`src/rtl/uart_pkg.sv`:
```
// Shared UART feeder types: FSM state encoding and default baud constants.
package uart_pkg;

    // 100 MHz clock, 9600 baud
    localparam int CLKS_PER_BIT = 10417;
    // start + 8 data + stop
    localparam int FRAME_BITS   = 10;

    typedef enum logic [1:0] {
        ST_IDLE,
        ST_LOAD,
        ST_START,
        ST_WAIT
    } tx_state_e;

endpackage

```
`src/rtl/byte_fifo.sv`:
```
// Byte FIFO with wrapping pointers; full/empty come from the occupancy count.
module byte_fifo #(
    parameter int DEPTH = 16
) (
    input  logic                     clk,
    input  logic                     reset,
    input  logic                     push,
    input  logic [7:0]               wr_data,
    input  logic                     pop,
    output logic [7:0]               rd_data,
    output logic [$clog2(DEPTH):0]   count,
    output logic                     full,
    output logic                     empty
);
    localparam int AW = $clog2(DEPTH);

    logic [7:0]    mem [DEPTH];
    logic [AW-1:0] wr_ptr;
    logic [AW-1:0] rd_ptr;
    logic          push_ok;
    logic          pop_ok;

    assign full    = (count == (AW+1)'(DEPTH));
    assign empty   = (count == '0);
    assign pop_ok  = pop && !empty;
    // A pop in the same cycle frees a slot, so a push into a full FIFO still lands.
    assign push_ok = push && (!full || pop_ok);
    assign rd_data = mem[rd_ptr];

    // Storage array; no reset needed, the count gates what is visible.
    always_ff @(posedge clk) begin
        if (push_ok) mem[wr_ptr] <= wr_data;
    end

    // Pointers wrap naturally at DEPTH (power of two); count tracks occupancy.
    always_ff @(posedge clk) begin
        if (reset) begin
            wr_ptr <= '0;
            rd_ptr <= '0;
            count  <= '0;
        end else begin
            if (push_ok) wr_ptr <= wr_ptr + 1'b1;
            if (pop_ok)  rd_ptr <= rd_ptr + 1'b1;
            case ({push_ok, pop_ok})
                2'b10:   count <= count + 1'b1;
                2'b01:   count <= count - 1'b1;
                default: count <= count;
            endcase
        end
    end

endmodule

```
`src/rtl/uart_tx_feeder.sv`:
```
// Feeds queued bytes to a UART transmitter, one start pulse per frame.
module uart_tx_feeder
    import uart_pkg::*;
#(
    parameter int DEPTH        = 16,
    parameter int CLKS_PER_BIT = uart_pkg::CLKS_PER_BIT,
    parameter int FRAME_BITS   = uart_pkg::FRAME_BITS
) (
    input  logic                     clk,
    input  logic                     reset,
    input  logic                     wr_en,
    input  logic [7:0]               wr_data,
    output logic                     full,
    output logic                     empty,
    output logic [$clog2(DEPTH):0]   count,
    output logic                     overflow,
    output logic [7:0]               tx_data,
    output logic                     transmit,
    output logic                     busy
);
    localparam int TW = $clog2((FRAME_BITS+1)*CLKS_PER_BIT);
    // Timer counts down to zero, so load with length-1.
    localparam logic [TW-1:0] START_LEN = TW'(CLKS_PER_BIT - 1);
    localparam logic [TW-1:0] WAIT_LEN  = TW'((FRAME_BITS+1)*CLKS_PER_BIT - 1);

    tx_state_e     state, state_nxt;
    logic [TW-1:0] timer, timer_nxt;
    logic          pop;
    logic [7:0]    head;

    byte_fifo #(.DEPTH(DEPTH)) u_fifo (
        .clk     (clk),
        .reset   (reset),
        .push    (wr_en),
        .wr_data (wr_data),
        .pop     (pop),
        .rd_data (head),
        .count   (count),
        .full    (full),
        .empty   (empty)
    );

    assign transmit = (state == ST_START);
    assign busy     = (state != ST_IDLE);

    // State and bit-period timer registers.
    always_ff @(posedge clk) begin
        if (reset) begin
            state <= ST_IDLE;
            timer <= '0;
        end else begin
            state <= state_nxt;
            timer <= timer_nxt;
        end
    end

    // Next state, timer reload on each state entry, and the single pop point.
    always_comb begin
        state_nxt = state;
        timer_nxt = (timer != '0) ? timer - 1'b1 : timer;
        pop       = 1'b0;
        case (state)
            ST_IDLE: begin
                if (!empty) begin
                    state_nxt = ST_LOAD;
                    timer_nxt = '0;
                end
            end
            ST_LOAD: begin
                pop       = 1'b1;
                state_nxt = ST_START;
                timer_nxt = START_LEN;
            end
            ST_START: begin
                if (timer == '0) begin
                    state_nxt = ST_WAIT;
                    timer_nxt = WAIT_LEN;
                end
            end
            ST_WAIT: begin
                // Frame remainder plus one guard bit before the next byte.
                if (timer == '0) begin
                    state_nxt = ST_IDLE;
                    timer_nxt = '0;
                end
            end
            default: begin
                state_nxt = ST_IDLE;
                timer_nxt = '0;
            end
        endcase
    end

    // Byte presented to the transmitter; held until the next LOAD.
    always_ff @(posedge clk) begin
        if (reset)    tx_data <= 8'h00;
        else if (pop) tx_data <= head;
    end

    // Sticky flag for a write dropped against a full FIFO with no pop.
    always_ff @(posedge clk) begin
        if (reset)                        overflow <= 1'b0;
        else if (wr_en && full && !pop)   overflow <= 1'b1;
    end

endmodule

```
`config.mk`:
```
export PLATFORM = sky130hd
export DESIGN_NAME = uart_tx_feeder
export DESIGN_NICKNAME = d
export VERILOG_FILES = /design/src/rtl/uart_pkg.sv /design/src/rtl/byte_fifo.sv /design/src/rtl/uart_tx_feeder.sv
export SDC_FILE = /design/constraint.sdc
export NUM_CORES = 1
export LEC_CHECK = 0
export ABC_CLOCK_PERIOD_IN_PS = 3250
export BUFFER_PORTS_ARGS = -buffer_cell sky130_fd_sc_hd__buf_2
export CAP_MARGIN = 25
export CORE_MARGIN = 10
export CORE_UTILIZATION = 49
export DETAILED_ROUTE_END_ITERATION = 8
export PLACE_DENSITY_LB_ADDON = 0.15
export SETUP_SLACK_MARGIN = 0.2
export SKIP_CTS_REPAIR_TIMING = 1
export SLEW_MARGIN = 20
export SYNTH_ARGS = -nofsm -noshare
export SYNTH_HDL_FRONTEND = slang
export SYNTH_SLANG_ARGS = --single-unit
```
`constraint.sdc`:
```
create_clock -name clk -period 3.25 [get_ports clk]
set_input_delay 0.325 -clock clk [delete_from_list [all_inputs] [get_ports clk]]
set_output_delay 0.325 -clock clk [all_outputs]
set_load 0.01 [all_outputs]
```
==> results of run 1 <==
[flip-flops by register name, indices dropped and copies added, names as in the netlist]
register	cells
u_fifo.count	5
u_fifo.wr_ptr	4
u_fifo.rd_ptr	4
timer	17
state	2
tx_data	8
overflow	1
u_fifo.mem	128
[metal layers]
layer / part of all wire [%] / track usage, % / up-vias
met5: 0 / 0 / -
met4: 1.4 / 5.163 / 0
met3: 5.4 / 3.930 / 19
met2: 50 / 25.52 / 107
met1: 43 / 20.79 / 2106
li1: - / - / 1927
[cell usage in the layout, fill, tap and decap left out, types with 15 or more instances in the layout]
cell       instances
mux4_2            32
buf_4             20
nor2_1            50
a22oi_1           17
dfxtp_1           40
ha_1              15
edfxtp_1         128
clkbuf_16         17
buf_2             28
a21oi_1           31
xor2_1            15
[power by group]
| part | internal [W] | total, W | switching (W) |
|---|---|---|---|
| clock network | 0.00124 | 0.00214 | 0.000897 |
| logic | 0.00107 | 0.00237 | 0.00130 |
| registers | 0.00249 | 0.00271 | 0.000222 |
| total | 0.00480 | 0.00723 | 0.00242 |
[stage by stage]
step	power [W]	cells	worst slack [ps]	util, %	instance area [µm²]
global placement	0.005029	687	245.2	52.71	7602
floorplan	0.004509	478	323.5	-	7163
CTS	0.007217	719	115.1	57.11	8238
global route	0.007653	721	205.8	57.42	8282
finish	0.007227	721	408.8	57.42	8282
detailed placement	0.005067	687	129.4	52.71	7602
[worst max-delay path: cells and delay by family, from the launching register on]
family | cells | cell delay (ps)
compound gates | 4 | 810
flops | 1 | 550
fa+ha+maj | 2 | 440
mux | 1 | 330
buf+inv | 2 | 280
simple gates | 2 | 170
xor+xnor | 1 | 150
[worst paths after layout]
check / end / slack [ps] / cells after the start
worst max register to register: u_fifo.count[4] / 410 / 12
worst min register to register: overflow / 470 / 2
worst max-delay path: u_fifo.count[4] / 410 / 12
worst min-delay path: overflow / 160 / 3
[kinds of logic (layout without fill, tap and decap cells)]
logic type      after synthesis  count (layout)  synth area share (%)
simple gates                121             121                 9.572
buf+inv                      37              96                 2.236
flops                       169             169                 65.12
compound gates               81              81                 7.441
fa+ha+maj                    16              16                 2.795
mux                          36              36                 10.64
xor+xnor                     18              18                 2.201
[area by class of cell]
class | instances | area share (%)
tap | 184 | 2.780
clock buffer | 17 | 5.137
multi-input combinational | 272 | 28.58
timing repair buffer | 50 | 3.989
sequential | 169 | 56.34
inverter | 14 | 0.6345
clock inverter | 15 | 2.538
==> results.json, run 1 <==
{
  "cts_root_buffer": "clkbuf_16",
  "final.period_utilization_pct": 87.42,
  "fill_cells": 1129,
  "slew_headroom_pct": 39.10,
  "tritoncts": "done",
  "wl_per_cell_um": 20.88,
  "synthCells": 478,
  "critical_path_peak_fanout": 9,
  "grt_overflow": 0,
  "antenna_found_initial": 0,
  "synth.net_count": 505,
  "dieWidth_um": 140.9,
  "ys_seq_elements": 169,
  "synthFlopType": "edfxtp_1",
  "insertion_delay_ps": 430,
  "ioPinCount": 29,
  "firstDrtPassIters": 5,
  "startpoint": "u_fifo.count[2]",
  "hold_violations": 0,
  "die_h_um": 140.9,
  "slowest_delay_ps": 550,
  "nNetsFinal": 551,
  "grt_pass1_wl_mm": 24.38,
  "drtIter0Drc": 346,
  "core_um2": 14420,
  "vias": 4159,
  "postRouteAntennaNets": 0,
  "seqCellArea_um2": 4666,
  "grt_max_degree": 31,
  "remaining_drc_errors": 0,
  "finalCriticalPeriod_ps": 2841,
  "powerDensity_nw_per_um2": 872.7,
  "numCtsBuffers": 17,
  "start_kind": "flip-flop",
  "cts_buffer_depth": 2,
  "htreeDepth": 4,
  "whs_ps": 164.4,
  "drt_wl_total_mm": 15.06,
  "fmax_mhz": 352.0,
  "grt_pass1_vias": 4312,
  "ys_warn_count": 0,
  "path_cells": "nor4_4 -> buf_4 -> a31oi_2 -> inv_1 -> ha_4 -> xor2_1 -> ha_1 -> o21a_1 -> o21ai_0 -> nand2b_1 -> a211oi_2 -> mux2_1",
  "status": "finished, final reports clean",
  "synthToLayoutAreaGrowth_pct": 15.62,
  "worst_pin_slew_ps": 910.1,
  "netlist.area_leader.share_pct": 53.66,
  "gp_congestion": 0.8006,
  "worstSetupPathType": "reg2reg",
  "tns_ps": 0,
  "cp.arrival_ps": 3160,
  "yosysTopAreaCell": "edfxtp_1",
  "synth_area_leaders": "edfxtp_1, dfxtp_1, mux4_2",
  "slowest_stage": "dfxtp_1",
  "critical_path_required_ps": 3570,
  "num_rows": 44,
  "synth_commonest_cells": "edfxtp_1, nor2_1, dfxtp_1, a21oi_1, mux4_2",
  "holdCritPathClass": "in2reg",
  "ys_types": 61,
  "grt_usage_pct": 15.93,
  "path_clk_slew_ps": 60,
  "synth_edf_count": 128,
  "layout-drive-gt1-share_pct": 26.63,
  "dp_hpwl_mm": 9.570,
  "antennaDiodeCount": 0,
  "clock_skew_ps": 6.639,
  "setup_viol": 0,
  "r2r_start": "u_fifo.count[2]",
  "yosysMostFrequentCell": "edfxtp_1",
  "drv_cap": 0,
  "min_from": "wr_en",
  "cts.sinks": 169,
  "start_util_pct": 49.66,
  "die-area_um2": 19850,
  "netlist_area_um2": 7163,
  "peakVddDrop_v": 0.0007013,
  "cp-end-kind": "flip-flop",
  "rsz0062_at_grt": "false",
  "multi_input_area_um2": 2367,
  "leakage_nw": 2.893,
  "avgSynthCellArea_um2": 14.99,
  "vias_per_cell": 5.768,
  "numPortBuffers": 28,
  "slew_viol_final": 0,
  "synth_seq_area_share_pct": 65.12,
  "asyncSetResetFlopFracSynth_pct": 0
}
No activity file was read; power rests on OpenSTA's default activity.
==> run 2, diff against run 1 <==
CORE_UTILIZATION = 31   (was 49)
==> run 2 against run 1 <==
Clock power barely moved. Sequential power barely moved. Global-route usage fell by 4.3 points. Die area rose by 49%. Combinational power rose by 2%. Fmax rose by 2.9%. Register-to-register slack improved by 80 ps. Largest cell class unchanged. Highest routed layer unchanged. Sequential cell count did not move. Critical endpoint unchanged.
==> results.json, run 2 (same netlist as run 1, synthesis figures left out) <==
{
  "status": "finished, final reports clean",
  "regMostFlops": "u_fifo.mem",
  "min_from": "wr_en",
  "crit_end": "u_fifo.count[4]",
  "largest_register_ff_count": 128,
  "ff2ff_path_depth": 11,
  "num_rows": 55,
  "slew_viol_final": 0,
  "critical_path_peak_fanout": 9,
  "drv_cap": 0,
  "dp_cells": 791,
  "dieWidth_um": 172.0,
  "tritoncts": "done",
  "grt_overflow": 0,
  "remaining_drc_errors": 0,
  "numCtsBuffers": 17,
  "synthToLayoutAreaGrowth_pct": 17.15,
  "place_area_um2": 7739,
  "peakVddDrop_v": 0.0004005,
  "antennaDiodeCount": 0,
  "leakage_nw": 2.898,
  "gp_congestion": 0.7269,
  "grt_pass1_vias": 4265,
  "drt_wl_total_mm": 16.34,
  "worstSetupPathType": "reg2reg",
  "core_um2": 22710,
  "antenna_found_initial": 0,
  "path_clk_slew_ps": 70,
  "nNetsFinal": 552,
  "design_area_um2": 8392,
  "powerDensity_nw_per_um2": 862.1,
  "path_cells": "nor4_4 -> a31oi_2 -> inv_1 -> ha_2 -> xor2_1 -> ha_1 -> o21a_1 -> o21ai_0 -> nand2b_1 -> a211oi_1 -> mux2_1",
  "final.period_utilization_pct": 84.93,
  "grt_usage_pct": 11.67,
  "layout-drive-gt1-share_pct": 26.39,
  "power.total_w": 0.007235,
  "tns_ps": 0,
  "setup_viol": 0,
  "fill_cells": 2134,
  "worst_pin_slew_ps": 735.5,
  "r2r_start": "u_fifo.count[1]",
  "fmax_mhz": 362.3,
  "die_h_um": 172.0,
  "final_cells": 823,
  "grt_pass1_wl_mm": 25.56,
  "htreeDepth": 4,
  "numPortBuffers": 28,
  "rsz0062_at_grt": "false",
  "start_kind": "flip-flop",
  "vias": 4107,
  "cp-end-kind": "flip-flop",
  "cts.sinks": 169,
  "cts_root_buffer": "clkbuf_16",
  "start_util_pct": 31.54,
  "drtIter0Drc": 342,
  "dp_hpwl_mm": 10.46,
  "die-area_um2": 29590,
  "layout_common_cells": "edfxtp_1, nor2_1, dfxtp_1, a21oi_1, mux4_2",
  "r2r_end": "u_fifo.count[4]",
  "cp.arrival_ps": 3070,
  "regToRegSetupSlack_ps": 490,
  "slowest_stage": "nor4_4",
  "slew_headroom_pct": 50.87,
  "postRouteAntennaNets": 0,
  "holdCritPathClass": "in2reg",
  "grt_max_degree": 36,
  "startpoint": "u_fifo.count[1]",
  "ioPinCount": 29,
  "fin_util_pct": 36.95,
  "final_common_cell": "edfxtp_1",
  "top_regs": "u_fifo.mem x128, timer x17, tx_data x8",
  "wl_per_cell_um": 19.85,
  "slowest_delay_ps": 430,
  "hold_violations": 0,
  "insertion_delay_ps": 430,
  "vias_per_cell": 4.990,
  "critical_path_required_ps": 3560,
  "finalCriticalPeriod_ps": 2760,
  "clock_skew_ps": 21.52,
  "cts_buffer_depth": 2,
  "firstDrtPassIters": 4
}
==> run 2: cell count changes in the layout (fill, tap and decap cells not counted), sizes merged <==
| cell | change |
|---|---|
| clkinv | +4 |
| bufinv | -2 |
| buf | +1 |
| clkinvlp | -1 |
| inv | -1 |
==> run 2: layout make-up <==
type,instances,area (µm²),area share [%]
Inverter,14,52.55,0.6262
Clock buffer,17,425.4,5.069
Tap cell,285,356.6,4.249
Multi-Input combinational cell,272,2341,27.90
Clock inverter,15,225.2,2.684
Sequential cell,169,4666,55.60
Timing Repair Buffer,51,325.3,3.877
==> run 2: stage by stage <==
stage                     worst slack [ps]  hold slack [ps]
final                                489.7            175.1
after global placement               467.1            454.3
after CTS                            407.2            154.6
after detailed placement             423.3            463.7
after global routing                 239.1            193.5
after floorplan                      323.5            423.9
==> run 2: critical path, delay by kind of cell, from the launching register on <==
family | cells | cell delay, ps
AO/OA/AOI/OAI | 4 | 710
XOR/XNOR | 1 | 100
adder cells (fa/ha/maj) | 2 | 500
buffers and inverters | 1 | 100
flip-flops | 1 | 410
multiplexers | 1 | 340
AND/OR/NAND/NOR | 2 | 500
==> run 2: how the worst min path moves through the flow <==
stage	slack, ps	cells past startpoint	to
global route	190	3	overflow
global placement	450	2	overflow
floorplan	420	0	u_fifo.mem[0][0]
detailed placement	460	2	overflow
finish	180	3	overflow
CTS	150	3	overflow
==> run 2: where the power goes <==
| group | internal (W) | switching, W |
|---|---|---|
| Combinational | 0.00104 | 0.00138 |
| Clock | 0.00114 | 0.000996 |
| Sequential | 0.00249 | 0.000187 |
==> run 2: routing by layer <==
| metal | share of wire [%] | wire, µm | vias to the layer above | track usage [%] |
|---|---|---|---|---|
| met5 | 0 | 0 | - | 0 |
| met1 | 47 | 7640 | 2083 | 15.32 |
| met2 | 49 | 7939 | 76 | 18.60 |
| met4 | 1.2 | 201 | 0 | 3.636 |
| li1 | - | - | 1939 | - |
| met3 | 3.4 | 556 | 9 | 2.850 |
